<file path="src/rtl/cu_pkg.sv">
// Shared encodings for the multi-cycle RV32I control unit: FSM states,
// opcode[6:2] classes and the datapath select encodings.
package cu_pkg;

  typedef enum logic [2:0] {
    S_FETCH  = 3'd0,
    S_DECODE = 3'd1,
    S_EXEC   = 3'd2,
    S_MEM    = 3'd3,
    S_WB     = 3'd4,
    S_TRAP   = 3'd5
  } state_t;

  localparam logic [4:0] OP_R       = 5'b01100;
  localparam logic [4:0] OP_I_ARITH = 5'b00100;
  localparam logic [4:0] OP_LOAD    = 5'b00000;
  localparam logic [4:0] OP_STORE   = 5'b01000;
  localparam logic [4:0] OP_BRANCH  = 5'b11000;
  localparam logic [4:0] OP_JAL     = 5'b11011;
  localparam logic [4:0] OP_JALR    = 5'b11001;
  localparam logic [4:0] OP_LUI     = 5'b01101;
  localparam logic [4:0] OP_AUIPC   = 5'b00101;

  localparam logic [3:0] ALU_ADD    = 4'd0;
  localparam logic [3:0] ALU_SUB    = 4'd1;
  localparam logic [3:0] ALU_SLL    = 4'd2;
  localparam logic [3:0] ALU_SLT    = 4'd3;
  localparam logic [3:0] ALU_SLTU   = 4'd4;
  localparam logic [3:0] ALU_XOR    = 4'd5;
  localparam logic [3:0] ALU_SRL    = 4'd6;
  localparam logic [3:0] ALU_SRA    = 4'd7;
  localparam logic [3:0] ALU_OR     = 4'd8;
  localparam logic [3:0] ALU_AND    = 4'd9;
  localparam logic [3:0] ALU_PASS_B = 4'd10;

  localparam logic [2:0] IMM_I = 3'd0;
  localparam logic [2:0] IMM_S = 3'd1;
  localparam logic [2:0] IMM_B = 3'd2;
  localparam logic [2:0] IMM_U = 3'd3;
  localparam logic [2:0] IMM_J = 3'd4;

  localparam logic [1:0] WB_MEM = 2'd0;
  localparam logic [1:0] WB_ALU = 2'd1;
  localparam logic [1:0] WB_PC4 = 2'd2;

  // Known opcode with a funct3 that is defined for its class.
  function automatic logic insn_legal(input logic [4:0] op, input logic [2:0] f3);
    logic ok;
    case (op)
      OP_R, OP_I_ARITH, OP_JAL, OP_JALR, OP_LUI, OP_AUIPC: ok = 1'b1;
      OP_LOAD:   ok = (f3 != 3'b011) && (f3 != 3'b110) && (f3 != 3'b111);
      OP_STORE:  ok = (f3 <= 3'b010);
      OP_BRANCH: ok = (f3 != 3'b010) && (f3 != 3'b011);
      default:   ok = 1'b0;
    endcase
    return ok;
  endfunction

endpackage

</file>
<file path="src/rtl/cu_alu_decode.sv">
// Combinational ALU/operand control from the latched opcode class, funct3
// and inst[30]; shared by every state that needs the ALU driven.
module cu_alu_decode
  import cu_pkg::*;
(
  input  logic [4:0] op,
  input  logic [2:0] funct3,
  input  logic       inst30,
  output logic [3:0] alu_sel,
  output logic [2:0] imm_sel,
  output logic       a_sel,
  output logic       b_sel
);

  logic [3:0] arith_sel;

  always_comb begin
    case (funct3)
      3'b000:  arith_sel = ALU_ADD;
      3'b001:  arith_sel = ALU_SLL;
      3'b010:  arith_sel = ALU_SLT;
      3'b011:  arith_sel = ALU_SLTU;
      3'b100:  arith_sel = ALU_XOR;
      3'b101:  arith_sel = inst30 ? ALU_SRA : ALU_SRL;
      3'b110:  arith_sel = ALU_OR;
      default: arith_sel = ALU_AND;
    endcase
  end

  always_comb begin
    alu_sel = ALU_ADD;
    imm_sel = IMM_I;
    a_sel   = 1'b0;
    b_sel   = 1'b0;
    case (op)
      // inst[30] means SUB only for register-register funct3=000
      OP_R:       alu_sel = ((funct3 == 3'b000) && inst30) ? ALU_SUB : arith_sel;
      OP_I_ARITH: begin alu_sel = arith_sel; b_sel = 1'b1; end
      OP_LOAD:    b_sel = 1'b1;
      OP_STORE:   begin b_sel = 1'b1; imm_sel = IMM_S; end
      OP_LUI:     begin alu_sel = ALU_PASS_B; b_sel = 1'b1; imm_sel = IMM_U; end
      OP_AUIPC:   begin a_sel = 1'b1; b_sel = 1'b1; imm_sel = IMM_U; end
      OP_BRANCH:  begin a_sel = 1'b1; b_sel = 1'b1; imm_sel = IMM_B; end
      OP_JAL:     begin a_sel = 1'b1; b_sel = 1'b1; imm_sel = IMM_J; end
      OP_JALR:    b_sel = 1'b1;
      default:    ;
    endcase
  end

endmodule

</file>
<file path="src/rtl/multicycle_control_unit.sv">
// Multi-cycle RV32I control FSM (FETCH/DECODE/EXEC/MEM/WB) with imem/dmem
// ready handshakes. Optional CU_ILLEGAL_TRAP_EN adds a sticky TRAP state.
//
// Handshake: imem_req/dmem_req stay high until the matching *_ready is seen
// high in the same cycle; that cycle completes the transfer. A request may be
// abandoned by reset at any time.
module multicycle_control_unit
  import cu_pkg::*;
#(
  parameter int ALUSEL_W         = 4,
  parameter int IMMSEL_W         = 3,
  parameter int WBSEL_W          = 2,
  parameter int RESET_STATE_HOLD = 0
) (
  input  logic                clk,
  input  logic                rst,
  input  logic [31:0]         inst,
  input  logic                BrEq,
  input  logic                BrLt,
  input  logic                imem_ready,
  input  logic                dmem_ready,
  output logic                imem_req,
  output logic                dmem_req,
  output logic                IRWrite,
  output logic                PCWrite,
  output logic                PCSel,
  output logic                RegWEn,
  output logic                BrUn,
  output logic                ASel,
  output logic                BSel,
  output logic                MemRW,
  output logic [WBSEL_W-1:0]  WBSel,
  output logic [IMMSEL_W-1:0] ImmSel,
  output logic [ALUSEL_W-1:0] ALUSel,
  output logic                retire,
`ifdef CU_ILLEGAL_TRAP_EN
  output logic                illegal,
`endif
  output logic [2:0]          state_dbg
);

  localparam int HOLD_W = (RESET_STATE_HOLD > 0) ? $clog2(RESET_STATE_HOLD + 1) : 1;

  state_t            state_q, state_d;
  logic [HOLD_W-1:0] hold_q, hold_d;
  logic [4:0]        op_q, op_d;
  logic [2:0]        f3_q, f3_d;
  logic              b30_q, b30_d;

  logic [3:0] alu_sel;
  logic [2:0] imm_sel;
  logic       a_sel, b_sel, alu_on, br_taken;
  logic       unused_inst_bits;

  assign unused_inst_bits = ^{inst[31], inst[29:15], inst[11:7], inst[1:0]};
  assign state_dbg        = state_q;

  cu_alu_decode u_alu_decode (
    .op      (op_q),
    .funct3  (f3_q),
    .inst30  (b30_q),
    .alu_sel (alu_sel),
    .imm_sel (imm_sel),
    .a_sel   (a_sel),
    .b_sel   (b_sel)
  );

  always_comb begin
    case (f3_q)
      3'b000:         br_taken = BrEq;
      3'b001:         br_taken = !BrEq;
      3'b100, 3'b110: br_taken = BrLt;
      3'b101, 3'b111: br_taken = !BrLt;
      default:        br_taken = 1'b0;
    endcase
  end

  always_ff @(posedge clk or posedge rst) begin
    if (rst) begin
      state_q <= S_FETCH;
      hold_q  <= HOLD_W'(RESET_STATE_HOLD);
      op_q    <= '0;
      f3_q    <= '0;
      b30_q   <= 1'b0;
    end else begin
      state_q <= state_d;
      hold_q  <= hold_d;
      op_q    <= op_d;
      f3_q    <= f3_d;
      b30_q   <= b30_d;
    end
  end

  // Everything is forced low while rst is high so requests drop at once.
  always_comb begin
    state_d  = state_q;
    hold_d   = hold_q;
    op_d     = op_q;
    f3_d     = f3_q;
    b30_d    = b30_q;
    imem_req = 1'b0;
    dmem_req = 1'b0;
    IRWrite  = 1'b0;
    PCWrite  = 1'b0;
    PCSel    = 1'b0;
    RegWEn   = 1'b0;
    BrUn     = 1'b0;
    MemRW    = 1'b0;
    WBSel    = '0;
    retire   = 1'b0;
    alu_on   = 1'b0;
`ifdef CU_ILLEGAL_TRAP_EN
    illegal  = 1'b0;
`endif
    if (!rst) begin
      case (state_q)
        S_FETCH: begin
          if (hold_q != '0) begin
            hold_d = hold_q - 1'b1;
          end else begin
            imem_req = 1'b1;
            if (imem_ready) begin
              IRWrite = 1'b1;
              PCWrite = 1'b1;
              state_d = S_DECODE;
            end
          end
        end
        S_DECODE: begin
          op_d  = inst[6:2];
          f3_d  = inst[14:12];
          b30_d = inst[30];
          if (insn_legal(inst[6:2], inst[14:12])) begin
            state_d = S_EXEC;
          end else begin
`ifdef CU_ILLEGAL_TRAP_EN
            state_d = S_TRAP;
`else
            retire  = 1'b1;
            state_d = S_FETCH;
`endif
          end
        end
        S_EXEC: begin
          alu_on = 1'b1;
          case (op_q)
            OP_BRANCH: begin
              BrUn    = f3_q[1];
              PCSel   = 1'b1;
              PCWrite = br_taken;
              retire  = 1'b1;
              state_d = S_FETCH;
            end
            OP_JAL, OP_JALR: begin
              PCSel   = 1'b1;
              PCWrite = 1'b1;
              state_d = S_WB;
            end
            OP_LOAD, OP_STORE: state_d = S_MEM;
            default:           state_d = S_WB;
          endcase
        end
        S_MEM: begin
          alu_on   = 1'b1;
          dmem_req = 1'b1;
          MemRW    = (op_q == OP_STORE);
          if (dmem_ready) begin
            retire  = (op_q == OP_STORE);
            state_d = (op_q == OP_STORE) ? S_FETCH : S_WB;
          end
        end
        S_WB: begin
          // ALU controls stay up: rd takes the live ALU result when WBSel=ALU
          alu_on  = 1'b1;
          RegWEn  = 1'b1;
          retire  = 1'b1;
          state_d = S_FETCH;
          if (op_q == OP_LOAD)                         WBSel = WBSEL_W'(WB_MEM);
          else if ((op_q == OP_JAL) || (op_q == OP_JALR)) WBSel = WBSEL_W'(WB_PC4);
          else                                         WBSel = WBSEL_W'(WB_ALU);
        end
        S_TRAP: begin
`ifdef CU_ILLEGAL_TRAP_EN
          illegal = 1'b1;
`else
          state_d = S_FETCH;
`endif
        end
        default: state_d = S_FETCH;
      endcase
    end
  end

  assign ALUSel = alu_on ? ALUSEL_W'(alu_sel) : '0;
  assign ImmSel = alu_on ? IMMSEL_W'(imm_sel) : '0;
  assign ASel   = alu_on & a_sel;
  assign BSel   = alu_on & b_sel;

endmodule

</file>
<file path="config.mk">
export PLATFORM = sky130hd
export DESIGN_NAME = multicycle_control_unit
export DESIGN_NICKNAME = d
export VERILOG_FILES = /design/src/rtl/cu_pkg.sv /design/src/rtl/cu_alu_decode.sv /design/src/rtl/multicycle_control_unit.sv
export SDC_FILE = /design/constraint.sdc
export NUM_CORES = 1
export LEC_CHECK = 0
export ABC_AREA = 1
export BUFFER_PORTS_ARGS = -buffer_cell sky130_fd_sc_hd__buf_2
export CORE_ASPECT_RATIO = 1.1
export CORE_MARGIN = 4
export CORE_UTILIZATION = 47
export DETAILED_ROUTE_END_ITERATION = 12
export PLACE_DENSITY = 0.86
export SYNTH_ARGS = -nofsm -noshare
export SYNTH_HDL_FRONTEND = slang
export SYNTH_SLANG_ARGS = --single-unit
</file>
<file path="constraint.sdc">
create_clock -name clk -period 2.45 [get_ports clk]
set_clock_uncertainty 0.15 [all_clocks]
set_input_delay 0.3675 -clock clk [delete_from_list [all_inputs] [get_ports clk]]
set_output_delay 0.3675 -clock clk [all_outputs]
set_load 0.1 [all_outputs]
</file>
[After elaboration in Yosys (flattened, before gate mapping)]
Cells that the tools add are included.
Storage, ports and cells
  register bits: 13
  bits in latches: 0
  memory bits (writable): 0
  ROM bits: 0
  input port bits: 38
  output and inout port bits: 23
  word-level logic and storage cells: 122
  memories kept: 0
Operators by class
  add/subtract/negate cells: 1
  multiply operators: 0
  div/mod/pow operators: 0
  magnitude comparators: 1
  eq/ne operators: 34
  shift-type cells: 0
  mux-type cells: 54
  bitwise logic cells: 3
  reductions and logical operators: 24
Operators by type and width (count)
  1-bit two-way mux: 32
  5-bit by 4-bit equality test with 1-bit output (second input constant): 6
  5-bit equality test (second input constant): 6
  4-bit one-hot mux with 7 select lines: 1
  3-bit one-hot mux with 4 select lines: 2
  5-bit by 3-bit equality test with 1-bit output (second input constant): 4
  3-bit equality test (second input constant): 5
  3-bit two-way mux: 5
  3-bit by 2-bit equality test with 1-bit output (second input constant): 4
  1-bit one-hot mux with 4 select lines: 3
  4-bit one-hot mux with 3 select lines: 1
  5-bit logical NOT: 2
  2-bit two-way mux: 5
  2-bit OR reduction: 5
  3-bit OR reduction: 3
  4-bit two-way mux: 2
  8-bit OR reduction: 1
  3-bit by 1-bit equality test with 1-bit output (second input constant): 2
  3-bit logical NOT: 2
  2-bit inequality test (second input constant): 3
  3-bit by 2-bit inequality test with 1-bit output (second input constant): 2
  3-bit inequality test (second input constant): 2
  3-bit one-hot mux with 2 select lines: 1
  6-bit OR reduction: 1
  other kinds (10): 17

[Logic depth before layout (Yosys ltp)]
  depth in word-level cells: 9
  mapped depth: 9
  depth with buffers taken out: 9

[Cells and area by module]
A second synthesis with hierarchy kept.
Unflattened totals
  cells, all modules: 182
  area total of the unflattened synthesis: 1129.8 um^2
By module, submodules not included
  multicycle_control_unit: instances 1, cells an instance 136, area an instance 918.4 um^2, seq. area each 300.3 um^2
  cu_alu_decode: instances 1, cells an instance 46, area an instance 211.5 um^2, seq. area each 0.0 um^2

[Worst setup path before layout]
No wires, ideal clock.
  path type: register -> output
  start: reg state_q[1], in the netlist state_dbg[1]
  end: out BrUn
  arrival: 3.482 ns
  required time: 1.933 ns
  slack: -1.550 ns
  stages on the path, launching flop included: 5
  buffers on the path: 0
  cells stage by stage: dfrtp_1 > nand3_2 > nor2_1 > inv_1 > nor3_1
Between the ends
  cells in the longest elaborated chain, start to end: 3
RTL lines
  start: declaration: line multicycle_control_unit.sv:44  | state_t state_q, state_d;
  start signal: assignment: line multicycle_control_unit.sv:86  | state_q <= state_d;
  3-bit by 2-bit equality test with 1-bit output: line multicycle_control_unit.sv:116  | case (state_q)
  1-bit two-way mux: line multicycle_control_unit.sv:116
  1-bit two-way mux: line multicycle_control_unit.sv:115  | if (!rst) begin
  end: declaration: line multicycle_control_unit.sv:28  | output logic BrUn,
Every way passes these cells.

[Worst setup path after layout]
  start: reg state_q[0], in the netlist state_dbg[0]
  end: out ALUSel[0]
Between the ends
  cells in the longest elaborated chain, start to end: 5
  elaborated cells on any way between the ends: 7
  those cells by class: eq/ne: 3; mux: 3; reduce/logical: 1
RTL lines
  3-bit equality test / 3-bit by 2-bit equality test with 1-bit output (equally long branches): line multicycle_control_unit.sv:116
  3-bit OR reduction (no line) (*)
  1-bit two-way mux (*): line multicycle_control_unit.sv:116
  1-bit two-way mux (*): line multicycle_control_unit.sv:115
  4-bit two-way mux (*): line multicycle_control_unit.sv:194  | assign ALUSel = alu_on ? ALUSEL_W'(alu_sel) : '0;
  end: declaration: line multicycle_control_unit.sv:34  | output logic [ALUSEL_W-1:0] ALUSel,
Mark *: on every way between the ends. The rest lies on a longest branch, timed or not.

==> flow_metrics.env <==
export IMPL_synth_seq_cells=12
export IMPL_power_mw=1.71
export IMPL_setup_viol=0
export IMPL_antennaDiodeCount=0
export IMPL_holdWs_ps=123
export IMPL_yosys_cell_types_count=25
export IMPL_outcome="completed"
export IMPL_numPortBuffers=37
export IMPL_fin_crit_ps=2340
export IMPL_cts_buffers=3
export IMPL_antenna_found_initial=0
export IMPL_maxSlewViolCount=0
export IMPL_cts_tree="built"
export IMPL_clk_latency_ps=270
export IMPL_cp_arrival_ps=1820
export IMPL_cts_root_buf="clkbuf_4"
export IMPL_final_cell_area_sq_mm=0.00169
export IMPL_fillers=155
export IMPL_max_freq_mhz=428
export IMPL_drt_pass1_iter_count=4
export IMPL_holdCritPathClass="in2async"
export IMPL_gp_congestion=0.902
export IMPL_ys_flop_type="dfrtp_1"
export IMPL_drive_gt1_share_pct=42.3
export IMPL_synth_edff_count=0
export IMPL_start_util_pct=50.8
export IMPL_synthToLayoutAreaGrowth_pct=59.3
export IMPL_p_per_area_mw_per_mm2=1010
export IMPL_yosysWarnings=0
export IMPL_crit_path_start_kind="flip-flop"
export IMPL_critPathRequiredTime_ps=1930
export IMPL_worst_path_max_fanout=5
export IMPL_io_pins=61
export IMPL_synth_avg_cell_area_sq_um=6.34
export IMPL_die_w_um=53.3
export IMPL_clock_sinks=12
export IMPL_multi_input_area_sq_um=743
export IMPL_postRouteAntennaNets=0
export IMPL_die_h_um=57.8
export IMPL_ctsLongestPathBuffers=2
export IMPL_hold_viol=0
export IMPL_seq_area_sq_um=312
export IMPL_p_leak_nw=0.810
export IMPL_core_area_sq_mm=0.00208
export IMPL_syn_inst=167
export IMPL_place_area_sq_mm=0.00164
export IMPL_drc=0
export IMPL_netlist_area_sq_mm=0.00106
export IMPL_avgRoutedWirePerCell_um=12.9
export IMPL_worstSetupPathType="reg2out"
export IMPL_postRouteWirelength_mm=3.04
export IMPL_via_per_inst=5.24
export IMPL_grt_pass1_vias=1254
export IMPL_holdBufCountCts=0
export IMPL_endpoint_kind="output pin"
export IMPL_synthArstFlopShare_pct=100
export IMPL_drtIter0Drc=44
export IMPL_synth_area_leaders="dfrtp_1 (28%), nand2_1 (15%), inv_1 (9.6%), nor2_1 (9.2%), o21ai_2 (5.8%)"
export IMPL_grt_max_degree=18
export IMPL_overflow=0
export IMPL_hpwl_mm=2.60
export IMPL_final_nets=247
export IMPL_peakVddDrop_mv=0.929
export IMPL_placementRows=17
export IMPL_syn_nets=205
export IMPL_dieArea_sq_mm=0.00308
export IMPL_clkSlewWorstSetupHoldPaths_ps=70
export IMPL_via_count=1237
export IMPL_grt_use_total_pct=21.3
export IMPL_yosysSeqAreaShare_pct=28.4
export IMPL_cap_violations=0
export IMPL_worst_slew_pin_slew_ps=475
export IMPL_finalCritPeriodShare_pct=95.3
export IMPL_grt_setup_unrepaired="no"
export IMPL_yosys_area_top_type_share_pct=28.4
export IMPL_grt_pass1_wl_mm=5.10
export IMPL_slew_headroom_pct=68.0
export IMPL_htreeDepth=1
export IMPL_synth_top_area_cell="dfrtp_1"
## flip-flops by register name (all words and copies together), names as in the netlist
| signal | flops |
|---|---|
| op_q | 5 |
| f3_q | 3 |
| state_dbg | 3 |
| b30_q | 1 |
## worst paths after layout
| kind | from | to | slack, ps | cells after the start |
|---|---|---|---|---|
| worst min-delay path | rst | state_dbg[2]$_DFFE_PP0P_ | 120 | 3 |
| max in group asynchronous | rst | state_dbg[0]$_DFFE_PP0P_ | 1850 | 3 |
| min in group clk | inst[30] | b30_q$_DFFE_PP0P_ | 190 | 2 |
| worst max register to register | state_dbg[2]$_DFFE_PP0P_ | b30_q$_DFFE_PP0P_ | 790 | 3 |
| worst min register to register | b30_q$_DFFE_PP0P_ | b30_q$_DFFE_PP0P_ | 410 | 1 |
| worst max-delay path | state_dbg[0]$_DFFE_PP0P_ | ALUSel[0] | 110 | 6 |
## report_power, final
| part | switching [mW] | total, mW | internal, mW |
|---|---|---|---|
| Sequential | 0.142 | 0.438 | 0.296 |
| Combinational | 0.801 | 1.12 | 0.315 |
| Clock | 0.0634 | 0.154 | 0.0903 |
| Total | 1.01 | 1.71 | 0.701 |
## cell type report
type / instances / area share, %
clock buffer: 4 / 2.15
timing repair buffer: 38 / 25.7
inverter: 32 / 7.57
sequential: 12 / 18.5
multi-input combinational: 122 / 44.1
tap: 28 / 2.08
## through the flow
step / std cells / utilization (%) / TNS, ps / worst slack [ps]
2_1_floorplan: 167 / - / -2030 / -438
3_3_place_gp: 232 / 78.7 / 0 / 409
3_5_place_dp: 232 / 78.7 / 0 / 329
4_1_cts: 236 / 80.4 / 0 / 81.6
5_1_grt: 236 / 80.9 / 0 / 11.4
6_report: 236 / 80.9 / 0 / 114
## timing repair
action / CTS / global route
buffers inserted: 0 / 0
gates resized for setup: 0 / 3
setup endpoints to repair: 0 / 8
## cells by family (layout without fill, tap and decap cells)
group / after synthesis / in the layout / synth area share [%]
flops: 12 / 12 / 28.4
buf+inv: 33 / 74 / 12.4
simple gates: 95 / 95 / 41.3
compound gates: 25 / 25 / 15.7
xor+xnor: 1 / 1 / 0.828
mux: 1 / 1 / 1.42
## worst max-delay path: stages, from the launching register on
cell     delay, ps
dfrtp_4        520
nor2_4         140
nand3_2        130
nand2_2        140
nand2_1        190
a31oi_4        230
buf_12         200
## layout by cell type (no fill, tap or decap), types with 5 or more instances in the layout
cell,count
nor2_2,5
dfrtp_1,9
o21ai_2,7
buf_2,21
nand3_1,11
inv_1,25
buf_12,16
nor2_1,20
inv_2,5
o21ai_0,7
nand2_1,41
## Yosys cell counts, types with 2 or more instances
cell type / instances
a21oi_1: 3
a21oi_2: 2
a31oi_1: 3
dfrtp_1: 12
inv_1: 27
inv_2: 5
nand2_1: 43
nand2_2: 3
nand3_1: 11
nand3_2: 2
nor2_1: 26
nor2_2: 2
nor3_1: 3
nor3_4: 2
o21ai_0: 7
o21ai_2: 7
## per-layer routing
layer / track usage (%) / vias to the layer above / wire length (um)
met1: 24.8 / 573 / 1150
met3: 1.54 / 5 / 180
met4: 8.39 / 0 / 26
li1: - / 610 / -
met5: 0 / - / 0
met2: 39.1 / 49 / 1680
(Power assumes the default switching activity.)
